--- src/rtl/updown_prescaled_counter_if.sv ---
// Bus bundle for updown_prescaled_counter: control/data inputs and counter
// status outputs. The counter takes the slave view. Whatever drives the
// counter's controls takes the master view.
interface updown_prescaled_counter_if #(
  parameter int N          = 32,
  parameter int PRESCALE_W = 8
);
  logic                  enable;
  logic                  dec;
  logic                  load;
  logic [N-1:0]          load_value;
  logic [N-1:0]          threshold_value;
  logic                  sat_mode;
  logic [PRESCALE_W-1:0] prescale;
  logic                  clr_flags;
  logic [N-1:0]          count;
  logic                  threshold;
  logic                  tc_pulse;
  logic                  ovf_sticky;

  modport master (
    output enable, dec, load, load_value, threshold_value,
           sat_mode, prescale, clr_flags,
    input  count, threshold, tc_pulse, ovf_sticky
  );

  modport slave (
    input  enable, dec, load, load_value, threshold_value,
           sat_mode, prescale, clr_flags,
    output count, threshold, tc_pulse, ovf_sticky
  );
endinterface

--- src/rtl/updown_prescaled_counter.sv ---
// General-purpose up/down event counter with a programmable prescaler,
// parallel load, wrap or saturate behaviour at the limits, a live threshold
// compare and limit-event reporting (one-cycle pulse plus sticky flag).
module updown_prescaled_counter #(
  parameter int N          = 32,
  parameter int PRESCALE_W = 8
) (
  input logic                    clock,
  input logic                    reset,
  updown_prescaled_counter_if.slave bus
);

  logic [PRESCALE_W-1:0] pre_cnt;
  logic [PRESCALE_W-1:0] pre_cnt_next;
  logic [N-1:0]          count_q;
  logic [N-1:0]          count_next;
  logic                  tc_q;
  logic                  ovf_q;
  logic                  step;
  logic                  at_max;
  logic                  at_min;
  logic                  limit_event;

  // A count step happens when the prescaler has reached the programmed
  // value on an enabled cycle. A load always takes precedence over a step.
  // The limit flags look at the registered count and the sampled direction.
  always_comb begin
    step        = bus.enable && !bus.load && (pre_cnt == bus.prescale);
    at_max      = (count_q == {N{1'b1}});
    at_min      = (count_q == {N{1'b0}});
    limit_event = step && (bus.dec ? at_min : at_max);
  end

  // Prescaler restarts on load and on every match. Otherwise it counts
  // enabled cycles and wraps naturally. So a prescale lowered below the
  // current pre_cnt runs all the way round before the next match.
  always_comb begin
    pre_cnt_next = pre_cnt;
    if (bus.load) begin
      pre_cnt_next = '0;
    end else if (bus.enable) begin
      if (pre_cnt == bus.prescale) begin
        pre_cnt_next = '0;
      end else begin
        pre_cnt_next = pre_cnt + 1'b1;
      end
    end
  end

  // Next count: load beats step. At a limit, the count either wraps to the
  // opposite end or holds, depending on sat_mode.
  always_comb begin
    count_next = count_q;
    if (bus.load) begin
      count_next = bus.load_value;
    end else if (step) begin
      if (limit_event) begin
        if (!bus.sat_mode) begin
          count_next = bus.dec ? {N{1'b1}} : {N{1'b0}};
        end
      end else if (bus.dec) begin
        count_next = count_q - 1'b1;
      end else begin
        count_next = count_q + 1'b1;
      end
    end
  end

  // State registers with synchronous reset. In ovf_sticky, a new limit
  // event outranks a clear issued in the same cycle.
  always_ff @(posedge clock) begin
    if (reset) begin
      pre_cnt <= '0;
      count_q <= '0;
      tc_q    <= 1'b0;
      ovf_q   <= 1'b0;
    end else begin
      pre_cnt <= pre_cnt_next;
      count_q <= count_next;
      tc_q    <= limit_event;
      if (limit_event) begin
        ovf_q <= 1'b1;
      end else if (bus.clr_flags) begin
        ovf_q <= 1'b0;
      end
    end
  end

  assign bus.count      = count_q;
  assign bus.threshold  = (count_q == bus.threshold_value);
  assign bus.tc_pulse   = tc_q;
  assign bus.ovf_sticky = ovf_q;

endmodule

--- src/flat_wrapper.sv ---
// flat-port wrapper written by rule: the top's interface ports become plain ports
module updown_prescaled_counter_flat 
#(
  parameter int N          = 32,
  parameter int PRESCALE_W = 8
)
  (clock, reset, bus_enable, bus_dec, bus_load, bus_load_value, bus_threshold_value, bus_sat_mode, bus_prescale, bus_clr_flags, bus_count, bus_threshold, bus_tc_pulse, bus_ovf_sticky);
  updown_prescaled_counter_if #(.N(N), .PRESCALE_W(PRESCALE_W)) bus_i ();
  input logic clock;
  input logic reset;
  input wire logic [$bits(bus_i.enable)-1:0] bus_enable;
  input wire logic [$bits(bus_i.dec)-1:0] bus_dec;
  input wire logic [$bits(bus_i.load)-1:0] bus_load;
  input wire logic [$bits(bus_i.load_value)-1:0] bus_load_value;
  input wire logic [$bits(bus_i.threshold_value)-1:0] bus_threshold_value;
  input wire logic [$bits(bus_i.sat_mode)-1:0] bus_sat_mode;
  input wire logic [$bits(bus_i.prescale)-1:0] bus_prescale;
  input wire logic [$bits(bus_i.clr_flags)-1:0] bus_clr_flags;
  output wire logic [$bits(bus_i.count)-1:0] bus_count;
  output wire logic [$bits(bus_i.threshold)-1:0] bus_threshold;
  output wire logic [$bits(bus_i.tc_pulse)-1:0] bus_tc_pulse;
  output wire logic [$bits(bus_i.ovf_sticky)-1:0] bus_ovf_sticky;
  assign bus_i.enable = bus_enable;
  assign bus_i.dec = bus_dec;
  assign bus_i.load = bus_load;
  assign bus_i.load_value = bus_load_value;
  assign bus_i.threshold_value = bus_threshold_value;
  assign bus_i.sat_mode = bus_sat_mode;
  assign bus_i.prescale = bus_prescale;
  assign bus_i.clr_flags = bus_clr_flags;
  assign bus_count = bus_i.count;
  assign bus_threshold = bus_i.threshold;
  assign bus_tc_pulse = bus_i.tc_pulse;
  assign bus_ovf_sticky = bus_i.ovf_sticky;
  updown_prescaled_counter #(.N(N), .PRESCALE_W(PRESCALE_W)) u_core (.clock(clock), .reset(reset), .bus(bus_i));
endmodule
--- config.mk ---
export PLATFORM = sky130hd
export DESIGN_NAME = updown_prescaled_counter_flat
export DESIGN_NICKNAME = d
export VERILOG_FILES = /design/src/rtl/updown_prescaled_counter_if.sv /design/src/rtl/updown_prescaled_counter.sv /design/src/flat_wrapper.sv
export SDC_FILE = /design/constraint.sdc
export NUM_CORES = 1
export LEC_CHECK = 0
export ABC_AREA = 1
export BUFFER_PORTS_ARGS = -buffer_cell sky130_fd_sc_hd__buf_4
export CAP_MARGIN = 20
export CELL_PAD_IN_SITES_DETAIL_PLACEMENT = 0
export CELL_PAD_IN_SITES_GLOBAL_PLACEMENT = 1
export CORE_MARGIN = 4
export CORE_UTILIZATION = 40
export DETAILED_ROUTE_END_ITERATION = 8
export HOLD_SLACK_MARGIN = 0.05
export PLACE_DENSITY_LB_ADDON = 0.1
export SYNTH_ARGS = -nofsm -noshare
export SYNTH_HDL_FRONTEND = slang
export SYNTH_SLANG_ARGS = --single-unit
--- constraint.sdc ---
create_clock -name clock -period 4.7 [get_ports clock]
set_clock_uncertainty 0.2 [all_clocks]
set_input_delay 1.175 -clock clock [delete_from_list [all_inputs] [get_ports clock]]
set_output_delay 1.175 -clock clock [all_outputs]
set_load 0.03 [all_outputs]
-- Yosys cells after proc, flatten, opt, wreduce, memory -nomap -nowiden
Cells that the tools add are included.
- register bits after elaboration: 42
- latch bits: 0
- bits in writable memories: 0
- memory bits (read-only): 0
- input port bits: 79
- output and inout port bits: 35
- word-level logic and storage cells: 30
- memories: 0
- $add $sub $neg: 3
- $mul: 0
- div/mod/pow operators: 0
- order comparisons: 0
- eq/ne operators: 4
- shifts and indexed selects: 0
- muxes and demuxes: 10
- bitwise operators: 0
- reduce and logical (&&, ||, !) cells: 9
- operators by type and width (operator ; number):
    $mux W32 ; 6
    $add A32 B1 Y32 const B ; 1
    $eq A32 B32 Y1 ; 1
    $eq A32 B32 Y1 const B ; 1
    $logic_not A32 Y1 ; 1
    $sub A32 B1 Y32 const B ; 1
    $add A8 B1 Y8 const B ; 1
    $eq A8 B8 Y1 ; 1
    $mux W8 ; 1
    $reduce_bool A2 Y1 ; 2
    $logic_and A1 B1 Y1 ; 3
    $mux W1 ; 3
    $ne A3 B3 Y1 const B ; 1
    $reduce_and A2 Y1 ; 1
    $reduce_or A2 Y1 ; 1
    $logic_not A1 Y1 ; 1

-- Depth between registers and ports, before layout
Gate-level depths: netlist of the first run.
- depth in word-level cells: 7
- depth in mapped cells: 16
- mapped depth without buffers: 16

-- Worst setup path after synthesis of the first run
No wires, ideal clock.
- path type: input-to-output
- start point: in bus_threshold_value[28]
- end point: out bus_threshold
- arrival time: 2.677 ns
- data required time: 3.325 ns
- slack: 0.648 ns
- stages: 5
- buffers on the path: 0
- cell sequence: xnor2_1 -> o21ai_0 -> nor4_1 -> nand2_1 -> nor4b_1
- longest elaborated chain between the ends: 1
- ends and longest elaborated chain (element ; line ; text):
    from (decl) ; flat_wrapper.sv:15 ; input wire logic [$bits(bus_i.threshold_value)-1:0] bus_threshold_value;
    $eq A32 B32 Y1 ; updown_prescaled_counter.sv:90 ; assign bus.threshold = (count_q == bus.threshold_value);
    to (decl) ; flat_wrapper.sv:20 ; output wire logic [$bits(bus_i.threshold)-1:0] bus_threshold;
No other way between the ends.

-- Worst setup path in the final report of the first run
- start point: in bus_threshold_value[12]
- end point: out bus_threshold
The elaborated chain is that of the path after synthesis.

==> results of run 1 <==
-- cells by family (layout without fill, tap and decap cells) --
family / count (synthesis) / in the layout
AND/OR/NAND/NOR: 642 / 642
AO/OA/AOI/OAI: 88 / 88
XOR/XNOR: 41 / 41
multiplexers: 1 / 1
buffers and inverters: 172 / 276
adder cells (fa/ha/maj): 32 / 32
flip-flops: 42 / 42
-- layout by cell type, fill, tap and decap left out, types with 7 or more instances in the layout --
master	count
inv_1	148
nand3_1	50
o21ai_0	21
buf_4	115
nand2_1	366
dfxtp_1	42
xor2_1	12
nand4_1	17
nor2_1	168
ha_1	31
xnor2_1	29
a21oi_2	11
nor3_1	15
a21oi_1	48
nand3b_1	7
-- per-stage QoR --
step                hold slack, ps  std cells  utilization, %  setup slack, ps  instance area, µm²
floorplan                      294       1018               -              648                5420
global placement               262       1290            48.3              848                6400
detailed placement             263       1290            48.3              836                6400
CTS                            274       1298            49.4              833                6540
global route                   311       1298            49.4              676                6540
finish                         270       1298            49.4              859                6540
-- routing by layer --
| layer | routed length, µm | vias to the layer above | global-route usage (%) |
|---|---|---|---|
| met3 | 711 | 20 | 3.39 |
| met1 | 8820 | 2755 | 31.3 |
| met5 | 0 | - | 0 |
| li1 | - | 3371 | - |
| met4 | 391 | 0 | 6.58 |
| met2 | 8780 | 134 | 40.5 |
-- power by group --
group / internal [µW] / switching (µW) / total (µW)
clock: 198 / 162 / 359
combinational: 255 / 396 / 652
sequential: 379 / 71.1 / 450
total: 832 / 629 / 1460
-- registers in the layout (all words and copies together), names as in the netlist --
name and cells:
u_core.bus.count 32, u_core.pre_cnt 8, u_core.bus.ovf_sticky 1, u_core.bus.tc_pulse 1
-- worst max-delay path by stage --
stage                            start            end  slack (ps)  cells after the start
2_1_floorplan  bus_threshold_value[28]  bus_threshold         650                      5
3_3_place_gp   bus_threshold_value[12]  bus_threshold         850                      7
3_5_place_dp    bus_threshold_value[6]  bus_threshold         840                      7
4_1_cts         bus_threshold_value[6]  bus_threshold         830                      7
5_1_grt         bus_threshold_value[6]  bus_threshold         680                      7
6_report       bus_threshold_value[12]  bus_threshold         860                      7
-- layout make-up --
| cell class | instances | area, µm² | area share [%] |
|---|---|---|---|
| well taps | 176 | 220 | 3.37 |
| clock inverters | 2 | 13.8 | 0.210 |
| clock buffers | 6 | 129 | 1.97 |
| inverters | 153 | 579 | 8.86 |
| flip-flops and latches | 42 | 841 | 12.9 |
| repair buffers | 115 | 863 | 13.2 |
| multi-input cells | 804 | 3890 | 59.5 |
-- critical path, delay by kind of cell --
kind,cells,cell delay [ps]
xor gates and xnor gates,1,110
buffers and inverters,2,320
and+or+nand+nor,3,750
AOI/OAI and AO/OA,1,100
==> results.py, run 1 <==
metrics = {
    "logic_synthesis": {
        "ys_top_cells_by_area": "nand2_1 25%, dfxtp_1 16%, nor2_1 12%, inv_1 10%, ha_1 7.2%",
        "ys_types": 38,
        "ys_ff_latch": 42,
        "postSynth.asyncResetShare_pct": 0,
        "yosysMostFrequentCell": "nand2_1",
        "synth_xor_xnor_area_share_pct": 6.63,
        "synth_nets": 1129,
        "yosysWarnings": 0,
        "yosysSeqAreaShare_pct": 15.5,
        "ys.flop_type": "dfxtp_1",
        "netlist_top_cells_count": "366 x nand2_1, 168 x nor2_1, 148 x inv_1",
        "syn-mean-instance-area_um2": 5.32,
        "yosys.area_share.simple_pct": 48.4,
        "yosys.area.top_type": "nand2_1",
        "synth.top_cell.area_share_pct": 25.3,
        "synth_area_mm2": 0.00542,
        "syn_inst": 1018,
        "synth-compound-area-share_pct": 9.12,
        "synth-edff-count": 0,
        "synth_top_family_by_area": "simple AND/OR/NAND/NOR gates",
        "synth_fa_ha_area_share_pct": 7.53,
        "muxShareOfSynthArea_pct": 0.185,
    },
    "floorplan": {
        "rows": 42,
        "io_pins": 114,
        "core_area_mm2": 0.0132,
        "initial_utilization_pct": 40.9,
        "die_y_um": 124,
        "die_w_um": 124,
        "dieArea_mm2": 0.0155,
    },
    "sta": {
        "hold_viol": 0,
        "worst_slew_pin_slew_ps": 690,
        "fin_crit_ps": 3840,
        "finalCritPeriodShare_pct": 81.7,
        "setup_tns_ps": 0,
        "finalSetupViolations": 0,
        "slew_headroom_pct": 53.8,
        "report.final.slew_viol_count": 0,
        "rsz0062_at_grt": "false",
        "fmax_mhz": 260,
    },
    "min_path": {
        "hp-start": "u_core.bus.ovf_sticky",
        "whs_endpoint": "u_core.bus.ovf_sticky",
        "hold_path_class": "register to register",
        "holdPathStages": 2,
    },
    "global_routing": {
        "grt_pass1_wl_um": 30100,
        "grt_antenna_before_repair": 0,
        "track_usage_pct": 23.8,
        "grt_max_degree": 37,
        "grt.overflow.total": 0,
        "first_global_vias": 5758,
    },
    "power": {
        "total_power_uw": 1460,
        "p_leak_uw": 0.00353,
        "powerDensity_mw_per_mm2": 223,
        "ir_worst_vdd_uv": 118,
    },
    "cts": {
        "clock_latency_ps": 300,
        "clock_tree.root_cell": "clkbuf_16",
        "cts_buffer_depth": 2,
        "cts_setup_buffers": 0,
        "cts_tree": "yes",
        "postCtsHoldBufs": 0,
        "cts.sinks": 42,
        "clk_pin_slew_ps": 70,
        "cts_htree_levels": 2,
        "cts_buffers": 5,
        "post_cts_resized": 0,
    },
    "critical_path": {
        "critPathKind": "primary input to primary output",
        "crit_path_start_kind": "primary input",
        "cp_slowest_stage_delay_ps": 410,
        "rrSetupSlack_ps": 2020,
        "worst-path-max-fanout": 1,
        "required_ps": 3320,
        "arrival_ps": 2470,
        "rr_worst_depth": 13,
        "path_common_cell": "buf_4",
        "worstSetupEndpointType": "primary output",
        "path_cells": "buf_4, xnor2_1, o21ai_0, nor3_1, nand2_1, nor4b_1, buf_4",
        "r2r-end": "u_core.bus.count[2]",
        "r2r_start": "u_core.bus.count[16]",
        "slowest_stage": "nor3_1",
    },
    "placed_design": {
        "portBuffers": 113,
        "gp_congestion": 0.868,
        "hpwl_um": 15000,
    },
    "detailed_routing": {
        "viasPerCell": 4.84,
        "drc": 0,
        "vias": 6280,
        "ant_nets": 0,
        "first_pass_iters": 6,
        "wl_per_cell_um": 14.4,
        "drt-total-wl_um": 18700,
        "drt_iter0_markers": 335,
    },
    "run_status": {
        "status": "finished, final reports clean",
    },
    "final_layout": {
        "area_delta_synth_final_pct": 20.7,
        "diodes": 0,
        "nets": 1232,
        "drive_gt1_share_pct": 13.0,
        "n_fill_cell": 1547,
    },
    "flow_run": {
        "maxCapViolCount": 0,
    },
}
No activity file was read; power rests on OpenSTA's default activity.
==> run 2: changes to the inputs <==
--- a/config.mk
+++ b/config.mk
@@ -11,7 +11,7 @@
 export CELL_PAD_IN_SITES_DETAIL_PLACEMENT = 0
 export CELL_PAD_IN_SITES_GLOBAL_PLACEMENT = 1
 export CORE_MARGIN = 4
-export CORE_UTILIZATION = 40
+export CORE_UTILIZATION = 34
 export DETAILED_ROUTE_END_ITERATION = 8
 export HOLD_SLACK_MARGIN = 0.05
 export PLACE_DENSITY_LB_ADDON = 0.1
==> constraint.sdc (replaced) <==
create_clock -name clock -period 3.21 [get_ports clock]
set_clock_uncertainty 0.2 [all_clocks]
set_input_delay 0.8025 -clock clock [delete_from_list [all_inputs] [get_ports clock]]
set_output_delay 0.8025 -clock clock [all_outputs]
set_load 0.03 [all_outputs]
==> results.py, run 2 (same netlist as run 1, synthesis figures left out) <==
metrics = {
    "sta": {
        "fin_crit_ps": 3070,
        "finalCritPeriodShare_pct": 95.6,
        "hold_viol": 0,
        "fmax_mhz": 326,
        "setup_tns_ps": 0,
        "report.final.slew_viol_count": 0,
        "finalSetupViolations": 0,
        "slew_headroom_pct": 55.7,
        "rsz0062_at_grt": "false",
        "worst_slew_pin_slew_ps": 661,
    },
    "critical_path": {
        "cp_slowest_stage_delay_ps": 260,
        "path_cells": "buf_4, xnor2_1, o21ai_0, nor3_2, buf_4, nand2_1, nor4b_2, buf_4",
        "path_delay_family": "simple AND/OR/NAND/NOR gates",
        "slowest_stage": "nor3_2",
        "required_ps": 2210,
        "path_common_cell": "buf_4",
        "worstSetupEndpointType": "primary output",
        "arrival_ps": 2070,
        "critPathKind": "primary input to primary output",
        "crit_path_start_kind": "primary input",
        "worst-path-buf-inv": 3,
        "worst-path-max-fanout": 1,
    },
    "flow_run": {
        "maxCapViolCount": 0,
    },
    "run_status": {
        "status": "finished, final reports clean",
    },
    "cts": {
        "cts_buffer_depth": 2,
        "cts_tree": "yes",
        "clk_pin_slew_ps": 60,
        "cts.sinks": 42,
        "cts_htree_levels": 2,
        "postCtsHoldBufs": 0,
        "cts_buffers": 5,
        "clock_tree.root_cell": "clkbuf_16",
        "clock_latency_ps": 290,
    },
    "placed_design": {
        "hpwl_um": 16600,
        "portBuffers": 113,
        "gp_congestion": 0.840,
        "placed_area_mm2": 0.00670,
    },
    "final_layout": {
        "layout_commonest_cell": "nand2_1",
        "area_delta_synth_final_pct": 26.4,
        "largest_reg_flops": 32,
        "drive_gt1_share_pct": 15.8,
        "diodes": 0,
        "final_cell_mix": "366 x nand2_1, 168 x nor2_1, 148 x inv_1, 148 x buf_4, 50 x nand3_1",
        "nets": 1265,
        "final_area_mm2": 0.00685,
    },
    "power": {
        "p_leak_uw": 0.00370,
        "powerDensity_mw_per_mm2": 324,
        "pwr-share-comb_pct": 47.6,
        "internal-power_uw": 1280,
        "seq_power_share_pct": 28.1,
        "sw_frac_of_total_pct": 42.2,
        "power_frac_clock_pct": 24.3,
        "ir_worst_vdd_uv": 178,
        "p_switching_uw": 937,
    },
    "floorplan": {
        "die_w_um": 134,
        "dieArea_mm2": 0.0180,
        "core_area_mm2": 0.0154,
        "io_pins": 114,
        "die_y_um": 134,
        "rows": 45,
        "initial_utilization_pct": 35.1,
    },
    "detailed_routing": {
        "drc": 0,
        "vias": 6391,
        "viasPerCell": 4.68,
        "wl_per_cell_um": 14.8,
        "first_pass_iters": 5,
        "ant_nets": 0,
        "drt-total-wl_um": 20200,
        "drt_iter0_markers": 305,
    },
    "global_routing": {
        "track_usage_pct": 22.1,
        "first_global_vias": 5875,
        "grt_pass1_wl_um": 31500,
        "grt_max_degree": 34,
        "grt_antenna_before_repair": 0,
        "grt.overflow.total": 0,
    },
    "min_path": {
        "hold_path_class": "register to register",
    },
}
run 2: cell type report:
| class | instances | area [µm²] |
|---|---|---|
| clock inverter | 2 | 12.5 |
| sequential | 42 | 842 |
| fill | 1842 | 8570 |
| inverter | 153 | 579 |
| timing repair buffer | 148 | 1110 |
| multi-input combinational | 804 | 3910 |
| clock buffer | 6 | 139 |
| tap | 211 | 264 |
run 2: metal layers:
| metal | GRT usage, % | up-vias | routed length, µm |
|---|---|---|---|
| met2 | 37.1 | 146 | 9220 |
| met3 | 3.08 | 27 | 866 |
| li1 | - | 3430 | - |
| met5 | 0 | - | 0 |
| met1 | 29.5 | 2788 | 9580 |
| met4 | 6.33 | 0 | 526 |
run 2: worst reg2reg max path, cell delays in order, from the launching register on:
cell	delay [ps]
dfxtp_1	360
buf_4	190
fa_1	470
nand3_1	110
nand3_1	150
nand3_1	110
nand3b_1	90
buf_4	180
nand2_1	120
nand2_1	70
nand2_1	70
nand3_1	70
nand2_1	110
nand2_1	60
a21oi_1	110
run 2: final timing paths:
kind                           startpoint                    end  slack [ps]  cells past startpoint
setup / recovery  bus_threshold_value[12]          bus_threshold         140                      8
hold / removal      u_core.bus.ovf_sticky  u_core.bus.ovf_sticky         270                      2
setup reg to reg      u_core.bus.count[0]   u_core.bus.count[28]         690                     14
hold reg to reg     u_core.bus.ovf_sticky  u_core.bus.ovf_sticky         270                      2
run 2: power groups by stage:
| stage | Combinational [µW] | Sequential [µW] | Clock (µW) |
|---|---|---|---|
| 2_1_floorplan | 601 | 689 | 0 |
| 3_3_place_gp | 1060 | 637 | 0 |
| 3_5_place_dp | 1050 | 636 | 0 |
| 4_1_cts | 1060 | 625 | 559 |
| 5_1_grt | 1180 | 632 | 581 |
| 6_report | 1060 | 624 | 539 |
run 2: repair_timing:
| action | CTS | global route |
|---|---|---|
| buffers inserted | 0 | 0 |
| gates resized for setup | 0 | 2 |
| endpoints found under the setup margin | 0 | 1 |
run 2: metrics by stage:
stage | cells | setup slack, ps | total power, µW | util, % | hold slack (ps)
2_1_floorplan | 1018 | 298 | 1290 | - | 294
3_3_place_gp | 1358 | 17.0 | 1690 | 43.4 | 269
3_5_place_dp | 1358 | 39.8 | 1690 | 43.4 | 267
4_1_cts | 1366 | 29.4 | 2240 | 44.4 | 279
5_1_grt | 1366 | 67.3 | 2390 | 44.4 | 306
6_report | 1366 | 140 | 2220 | 44.4 | 271
